[src/rtl/counter_sampler.sv]
// counter_sampler: bus initiator that periodically drains the four performance
// counters into a ring buffer in data memory, optionally clearing each counter
// after it has been read. Every sample is a fixed sequence of single-beat
// transactions: RD counter, WR buffer word, and optionally WR counter = 0.
// Bus outputs are registered and computed from the next state, so a request
// appears in the cycle after its trigger or the previous response.
module counter_sampler #(
    parameter int unsigned SAMPLE_PERIOD   = 1000,
    parameter logic [31:0] CTR_BASE        = 32'h0000_0050,
    parameter logic [31:0] BUF_BASE        = 32'h0000_1000,
    parameter int unsigned BUF_WORDS       = 64,
    parameter bit          CLEAR_ON_SAMPLE = 1'b1
) (
    input  logic        clk,
    input  logic        rst,
    input  logic        enable,
    input  logic        sample_now,
    input  logic        mem_resp,
    input  logic [31:0] mem_rdata,
    output logic [31:0] mem_address,
    output logic        mem_read,
    output logic        mem_write,
    output logic [31:0] mem_wdata,
    output logic        busy,
    output logic [31:0] samples_taken,
    output logic        wrapped
);

    localparam int unsigned       PTR_W      = $clog2(BUF_WORDS);
    localparam logic [31:0]       TIMER_LAST = 32'(SAMPLE_PERIOD - 1);
    localparam logic [PTR_W-1:0]  PTR_LAST   = PTR_W'(BUF_WORDS - 1);
    localparam logic [PTR_W-1:0]  PTR_ONE    = PTR_W'(1);

    typedef enum logic [1:0] {
        IDLE = 2'd0,
        RD   = 2'd1,
        WR   = 2'd2,
        CLR  = 2'd3
    } state_t;

    // Architectural state
    state_t           state_r;
    logic [1:0]       idx_r;
    logic [PTR_W-1:0] ptr_r;
    logic [31:0]      timer_r;
    logic [31:0]      hold_r;
    logic             pend_r;
    logic             wrapped_r;
    logic [31:0]      samples_r;

    // Registered bus and status outputs
    logic [31:0]      mem_address_r;
    logic             mem_read_r;
    logic             mem_write_r;
    logic [31:0]      mem_wdata_r;
    logic             busy_r;

    // Next-state values
    state_t           state_nxt_s;
    logic [1:0]       idx_nxt_s;
    logic [PTR_W-1:0] ptr_nxt_s;
    logic [31:0]      timer_nxt_s;
    logic [31:0]      hold_nxt_s;
    logic             pend_nxt_s;
    logic             wrapped_nxt_s;
    logic [31:0]      samples_nxt_s;

    // Outcome of finishing the current counter (advance index or end sample)
    state_t           step_state_s;
    logic [1:0]       step_idx_s;
    logic [31:0]      step_samples_s;

    logic             trigger_s;

    // Next-cycle bus outputs
    logic [31:0]      mem_address_nxt_s;
    logic             mem_read_nxt_s;
    logic             mem_write_nxt_s;
    logic [31:0]      mem_wdata_nxt_s;
    logic             busy_nxt_s;

    // Address of counter i inside the MMIO window.
    function automatic logic [31:0] ctr_addr(input logic [1:0] i);
        return CTR_BASE + {30'd0, i};
    endfunction

    // Byte address of ring buffer word p.
    function automatic logic [31:0] buf_addr(input logic [PTR_W-1:0] p);
        logic [31:0] off;
        off = 32'd0;
        off[PTR_W+1:2] = p;
        return BUF_BASE + off;
    endfunction

    // Sequencer: trigger detection, transaction stepping and bookkeeping.
    always_comb begin
        state_nxt_s   = state_r;
        idx_nxt_s     = idx_r;
        ptr_nxt_s     = ptr_r;
        timer_nxt_s   = timer_r;
        hold_nxt_s    = hold_r;
        wrapped_nxt_s = wrapped_r;
        samples_nxt_s = samples_r;

        trigger_s = enable && ((timer_r == TIMER_LAST) || sample_now || pend_r);

        if (idx_r != 2'd3) begin
            step_state_s   = RD;
            step_idx_s     = idx_r + 2'd1;
            step_samples_s = samples_r;
        end else begin
            step_state_s   = IDLE;
            step_idx_s     = idx_r;
            step_samples_s = samples_r + 32'd1;
        end

        // Only one pending slot; it is consumed by the next IDLE cycle and
        // dropped whenever enable goes low.
        if (state_r == IDLE) begin
            pend_nxt_s = 1'b0;
        end else begin
            pend_nxt_s = enable & (pend_r | sample_now);
        end

        case (state_r)
            IDLE: begin
                if (trigger_s) begin
                    timer_nxt_s = 32'd0;
                    idx_nxt_s   = 2'd0;
                    state_nxt_s = RD;
                end else if (enable) begin
                    timer_nxt_s = timer_r + 32'd1;
                end else begin
                    timer_nxt_s = 32'd0;
                end
            end
            RD: begin
                if (mem_resp) begin
                    hold_nxt_s  = mem_rdata;
                    state_nxt_s = WR;
                end else begin
                    state_nxt_s = RD;
                end
            end
            WR: begin
                if (mem_resp) begin
                    ptr_nxt_s     = ptr_r + PTR_ONE;
                    wrapped_nxt_s = wrapped_r | (ptr_r == PTR_LAST);
                    if (CLEAR_ON_SAMPLE) begin
                        state_nxt_s = CLR;
                    end else begin
                        state_nxt_s   = step_state_s;
                        idx_nxt_s     = step_idx_s;
                        samples_nxt_s = step_samples_s;
                    end
                end else begin
                    state_nxt_s = WR;
                end
            end
            CLR: begin
                if (mem_resp) begin
                    state_nxt_s   = step_state_s;
                    idx_nxt_s     = step_idx_s;
                    samples_nxt_s = step_samples_s;
                end else begin
                    state_nxt_s = CLR;
                end
            end
            default: begin
                state_nxt_s = IDLE;
            end
        endcase
    end

    // Bus request for the next cycle, derived from where the FSM is going.
    always_comb begin
        mem_address_nxt_s = 32'd0;
        mem_read_nxt_s    = 1'b0;
        mem_write_nxt_s   = 1'b0;
        mem_wdata_nxt_s   = 32'd0;
        busy_nxt_s        = (state_nxt_s != IDLE);
        case (state_nxt_s)
            RD: begin
                mem_address_nxt_s = ctr_addr(idx_nxt_s);
                mem_read_nxt_s    = 1'b1;
            end
            WR: begin
                mem_address_nxt_s = buf_addr(ptr_nxt_s);
                mem_wdata_nxt_s   = hold_nxt_s;
                mem_write_nxt_s   = 1'b1;
            end
            CLR: begin
                mem_address_nxt_s = ctr_addr(idx_nxt_s);
                mem_wdata_nxt_s   = 32'd0;
                mem_write_nxt_s   = 1'b1;
            end
            default: begin
                mem_address_nxt_s = 32'd0;
                mem_read_nxt_s    = 1'b0;
                mem_write_nxt_s   = 1'b0;
                mem_wdata_nxt_s   = 32'd0;
            end
        endcase
    end

    // State and output registers with synchronous reset.
    always_ff @(posedge clk) begin
        if (rst) begin
            state_r       <= IDLE;
            idx_r         <= 2'd0;
            ptr_r         <= '0;
            timer_r       <= 32'd0;
            hold_r        <= 32'd0;
            pend_r        <= 1'b0;
            wrapped_r     <= 1'b0;
            samples_r     <= 32'd0;
            mem_address_r <= 32'd0;
            mem_read_r    <= 1'b0;
            mem_write_r   <= 1'b0;
            mem_wdata_r   <= 32'd0;
            busy_r        <= 1'b0;
        end else begin
            state_r       <= state_nxt_s;
            idx_r         <= idx_nxt_s;
            ptr_r         <= ptr_nxt_s;
            timer_r       <= timer_nxt_s;
            hold_r        <= hold_nxt_s;
            pend_r        <= pend_nxt_s;
            wrapped_r     <= wrapped_nxt_s;
            samples_r     <= samples_nxt_s;
            mem_address_r <= mem_address_nxt_s;
            mem_read_r    <= mem_read_nxt_s;
            mem_write_r   <= mem_write_nxt_s;
            mem_wdata_r   <= mem_wdata_nxt_s;
            busy_r        <= busy_nxt_s;
        end
    end

    assign mem_address   = mem_address_r;
    assign mem_read      = mem_read_r;
    assign mem_write     = mem_write_r;
    assign mem_wdata     = mem_wdata_r;
    assign busy          = busy_r;
    assign samples_taken = samples_r;
    assign wrapped       = wrapped_r;

endmodule

[config.mk]
export PLATFORM = sky130hd
export DESIGN_NAME = counter_sampler
export DESIGN_NICKNAME = d
export VERILOG_FILES = /design/src/rtl/counter_sampler.sv
export SDC_FILE = /design/constraint.sdc
export NUM_CORES = 1
export LEC_CHECK = 0
export BUFFER_PORTS_ARGS = -buffer_cell sky130_fd_sc_hd__clkbuf_2
export CAP_MARGIN = 10
export CORE_ASPECT_RATIO = 0.7
export CORE_UTILIZATION = 49
export DETAILED_ROUTE_END_ITERATION = 8
export GPL_ROUTABILITY_DRIVEN = 0
export PLACE_DENSITY = 0.8
export SETUP_SLACK_MARGIN = 0.02
export SYNTH_ARGS = -nofsm -noshare
export SYNTH_HDL_FRONTEND = slang
export SYNTH_SLANG_ARGS = --single-unit
[constraint.sdc]
create_clock -name clk -period 2.45 [get_ports clk]
set_clock_uncertainty 0.15 [all_clocks]
set_input_delay 0.1225 -clock clk [delete_from_list [all_inputs] [get_ports clk]]
set_output_delay 0.1225 -clock clk [all_outputs]
set_load 0.1 [all_outputs]
# Word-level counts from Yosys, hierarchy flattened

Cells that the tools add are included.

Bits in registers: 175
Input bits: 37
Output and inout bits: 100
Logic and storage cells: 63

$add $sub $neg: 6
Equal/unequal tests: 9
Muxes and demuxes: 19
Bitwise operators: 5
Reductions and logical operators: 11

Operator list:

| operator                                                          | count |
|---|---|
| 32-bit two-way mux                                                | 4 |
| 32-bit by 1-bit adder with 32-bit output, second input constant   | 2 |
| 32-bit by 10-bit == test with 1-bit output, second input constant | 1 |
| 14-bit one-hot mux with 2 select lines                            | 1 |
| 13-bit by 8-bit adder with 14-bit output, first input constant    | 1 |
| 2-bit two-way mux                                                 | 6 |
| 6-bit two-way mux                                                 | 2 |
| 7-bit by 2-bit adder with 8-bit output, first input constant      | 1 |
| 2-bit == test, second input constant                              | 4 |
| 2-bit one-hot mux with 4 select lines                             | 1 |
| 2-bit OR reduction                                                | 4 |
| 6-bit by 1-bit adder with 6-bit output, second input constant     | 1 |
| 6-bit == test, second input constant                              | 1 |
| 2-bit by 1-bit == test with 1-bit output, second input constant   | 2 |
| 1-bit two-way mux                                                 | 4 |
| 2-bit one-hot mux with 2 select lines                             | 1 |
| 3-bit AND reduction                                               | 1 |
| 2-bit by 1-bit adder with 2-bit output, second input constant     | 1 |
| 2-bit logical NOT                                                 | 1 |
| 1-bit logical OR                                                  | 2 |
| 2-bit != test, second input constant                              | 1 |
| 1-bit inverter                                                    | 2 |
| 1-bit bitwise OR                                                  | 2 |
| 2-bit AND reduction                                               | 1 |
| other kinds (3)                                                   | 3 |

# Longest topological paths before layout

Depth in word-level cells: 9
Depth in mapped cells: 9
Depth with buffers taken out: 7

# Worst setup path after synthesis

Ideal clock, no wire load.

Kind: reg-to-reg
From: reg samples_r[10], in the netlist samples_taken[10]
To: reg samples_r[20], in the netlist samples_taken[20]
Library setup time: 0.070 ns
Data arrival time: 2.840 ns
Data required time: 2.230 ns
Setup slack: -0.610 ns
Stages on the path, launching flop included: 8
Path buffers: 2
Clock period less this slack: 3.060 ns
Path through: dfxtp_1 > nand4_1 > or4_1 > clkbuf_1 > or3_1 > clkbuf_1 > or3_1 > a21oi_1

Longest elaborated chain between the ends: 1

RTL lines:

| what                                     | line | text |
|---|---|---|
| start, declared                          | 49   | `logic [31:0] samples_r;` |
| start signal, assigned                   | 230  | `samples_r <= samples_nxt_s;` |
| 32-bit by 1-bit adder with 32-bit output | 114  | `step_samples_s = samples_r + 32'd1;` |

No other way between the ends.
A chain may end at the register's enable or synchronous reset.

# Worst setup path in the final report

From: reg timer_r[1]
To: reg timer_r[20]

Longest elaborated chain between the ends: 5
Elaborated cells on any way between the ends: 7
Classes of those cells: add/sub: 1; eq/ne: 1; mux: 2; reduce/logical: 3

RTL lines:

| what                                                                                             | line | text |
|---|---|---|
| start, declared                                                                                  | 45   | `logic [31:0] timer_r;` |
| start signal, assigned                                                                           | 226  | `timer_r <= timer_nxt_s;` |
| parallel branches: the longest is 4 deep, another holds 32-bit by 1-bit adder with 32-bit output | n/a  |  |
| 32-bit two-way mux (*)                                                                           | 127  | `if (trigger_s) begin` |

Every way passes the cells marked *.

==> run metrics <==
area of the multi-input gates=2860 um2; DP Area=7020 um2; Pint=4.56 mW; Crit-path slowest cell=or4b_1; power share of the clock group=0.357; crit path capture=timer_r[20]; Sw Share=0.367; max-slew violation count=0; initial drt markers=between 300 and 400; clock-pin slew on the worst setup and hold paths=around 60 ps; DRC=0; P per Cell Area=roughly 900 nW/um2; die width=roughly 140 um; CTS Buf Count=17; leading cell type in the layout, fill and taps excluded=dfxtp_1; drt via density=between 5 and 6; Post-synth EDFFs=0; Netlist Area Pre-Place=a little over 6000 um2; Tot Pwr=7.20 mW; hold depth=5; TritonCTS clock tree=yes; Worst Path Arrival=between 2000 and 3000 ps; commonest cells after routing, fill and taps aside=dfxtp_1, clkbuf_2, nor2_1; CTS max path bufs=2; Layout fillers=903; Core Box Area=roughly 12000 um2; clock latency on the worst-skew pair=roughly 420 ps; Post-synth top flop=dfxtp_1; first-pass GRT wire length=24300 um; switching power=between 2 and 3 mW; number of port buffers=about 110; GR Util All Layers=0.242; leakage=~3.3 nW; initial antenna violation count=0; Layout area overhead=30.6%; R2R Setup Slk=about 90 ps; cells after synthesis=between 600 and 700; crit end category=register; final period utilization=0.962; Buf+Inv Stages, Crit Path=0; post-synth cell types=50; Reg power frac=0.373; Max Cap Viol=0; r2r endpoint=timer_r[20]; H-tree depth=4; DRT Pass-1 Iters=5; Startpoint Class=register; Async SR Flop Fraction=0; critical path depth in cells=6; final hold vios=0; TNS Setup=0 ps; Fmax=424 MHz; vias=5328; r2r startpoint=timer_r[1]; Post-Route WL=~15000 um; max incr delay on CP=between 500 and 600 ps; DPL Wire Length=roughly 9900 um; Root Driver=clkbuf_16; CP Launch Point=timer_r[1]; Remaining Overflow, GRT=0; Yosys reg bits=~150; clk sink count=between 150 and 200; Worst-Margin Slew=a little over 600 ps; maximum vdd ir drop=0.000993 V; Reg2Reg Depth=6; power share of the combinational group=0.269; RSZ-0062 raised after global routing=true; worst endpoint required time=2650 ps; fraction of layout instances using a drive strength above 1=0.265; largest net degree at the start of global routing=approximately 50; crit path cell chain=ha_4 > nand4_1 > or4_4 > or3_4 > or4b_1 > mux2i_1; Final setup viols=0; Initial Util=0.512; Ys Warns=0; min-delay worst type=in2reg; Seq/Total Area, Yosys=0.498; delay-heaviest family, CP=simple AND/OR/NAND/NOR gates; die height=around 95 um; status=finished, final reports clean; kind of critical path=reg2reg; antenna viol nets, final=0; IO Pins=roughly 140; critical path fanouts, max=4; die area=around 13000 um2; syn avg cell area=9.11 um2; Final Cell Area=~8000 um2; cell row count=33; ant diodes=0; GR Util met3=0.0452; Slew headroom=0.582; Reg area=3100 um2; met1 Use GR=0.320; post-layout min period=around 2400 ps; met2 usage=0.390; nets=about 900; Routed WL per cell=between 15 and 20 um; most crowded layer after global routing=met2; vias in the first global route=around 4900
==> logic make-up (layout without fill, tap and decap cells) <==
family,count (synthesis),in the layout,share of synthesized area
fa+ha+maj,7,7,0.0143
simple gates,303,303,0.245
buf+inv,70,225,0.0584
mux,35,35,0.0575
flops,152,152,0.498
other cells,1,23,0.000614
compound gates,51,51,0.0514
xor+xnor,52,52,0.0745
==> through the flow <==
| step | std cells | hold WS (ps) | util | setup WS, ps |
|---|---|---|---|---|
| 2_1_floorplan | 693 | 135 | - | -1.30 |
| 3_5_place_dp | 938 | 240 | 0.588 | 98.2 |
| 3_3_place_gp | 938 | 230 | 0.588 | 145 |
| 5_1_grt | 1005 | 140 | 0.669 | 13.4 |
| 6_report | 1005 | 105 | 0.669 | 92.4 |
| 4_1_cts | 1005 | 77.5 | 0.666 | 58.9 |
==> synthesized netlist by cell type (2+ instances only) <==
cell type	count	area [um2]
or2_2	3	18.8
or3_1	11	68.8
a21o_1	2	15.0
buf_4	23	173
nand3_1	24	120
nor4_1	15	93.8
or4_1	7	52.6
clkbuf_1	20	75.1
xor2_1	26	228
dfxtp_1	152	3040
nand4_1	25	156
nor3_1	48	240
buf_2	6	30.0
nand2_1	33	124
buf_1	6	22.5
and3_1	6	37.5
a21oi_1	21	105
a31o_2	2	17.5
nor2b_1	2	12.5
nand2b_1	2	12.5
xnor2_1	26	228
a211oi_1	2	15.0
nor2_1	111	417
o2bb2ai_1	2	17.5
inv_1	14	52.6
and4_1	7	61.3
mux2i_1	34	340
and2_1	2	12.5
ha_1	7	87.6
o21ai_0	12	60.1
==> tightest hold or removal path: cells and delay by family <==
family	cells	cell delay, ps
AND/OR/NAND/NOR	3	310
AO/OA/AOI/OAI	1	50
buffers and inverters	1	150
==> power groups by stage <==
| stage | Sequential [mW] | Clock (mW) | Combinational [mW] |
|---|---|---|---|
| 2_1_floorplan | 3.23 | 0 | 0.957 |
| 3_3_place_gp | 2.73 | 0 | 1.85 |
| 3_5_place_dp | 2.74 | 0 | 1.86 |
| 4_1_cts | 2.68 | 2.58 | 1.92 |
| 5_1_grt | 2.70 | 2.70 | 2.05 |
| 6_report | 2.69 | 2.57 | 1.94 |
==> state kept, by name (all words and copies together) (netlist names) <==
name	count
hold_r	32
mem_wdata	32
samples_taken	32
timer_r	32
mem_address	9
ptr_r	6
idx_r	2
state_r	2
busy	1
mem_read	1
mem_write	1
pend_r	1
wrapped	1
==> worst min path at each step <==
stage | startpoint | to | slack (ps)
after floorplan | mem_rdata[0] | hold_r[0] | 140
after global placement | mem_rdata[17] | hold_r[17] | 230
after CTS | mem_resp | samples_taken[1] | 80
final | mem_resp | samples_taken[1] | 110
after detailed placement | mem_rdata[15] | hold_r[15] | 240
after global routing | mem_resp | samples_taken[1] | 140
==> metal layers <==
layer	routed length, um	share of wire	up-vias
li1	-	-	2610
met1	6980	0.46	2472
met2	7030	0.46	220
met3	998	0.066	26
met4	223	0.015	0
met5	0	0	-
==> timing repair <==
item	4_1_cts	5_1_grt
endpoints found under the setup margin	0	9
hold buffers	35	0
endpoints found under the hold margin	73	0
gates resized for setup	0	6
setup buffers	0	0
==> layout make-up <==
class,count,area share
Sequential cell,152,0.389
Multi-Input combinational cell,471,0.359
Timing Repair Buffer,178,0.148
Clock buffer,17,0.0533
Tap cell,157,0.0246
Clock inverter,15,0.0191
Inverter,15,0.00706
(Power assumes the default switching activity.)
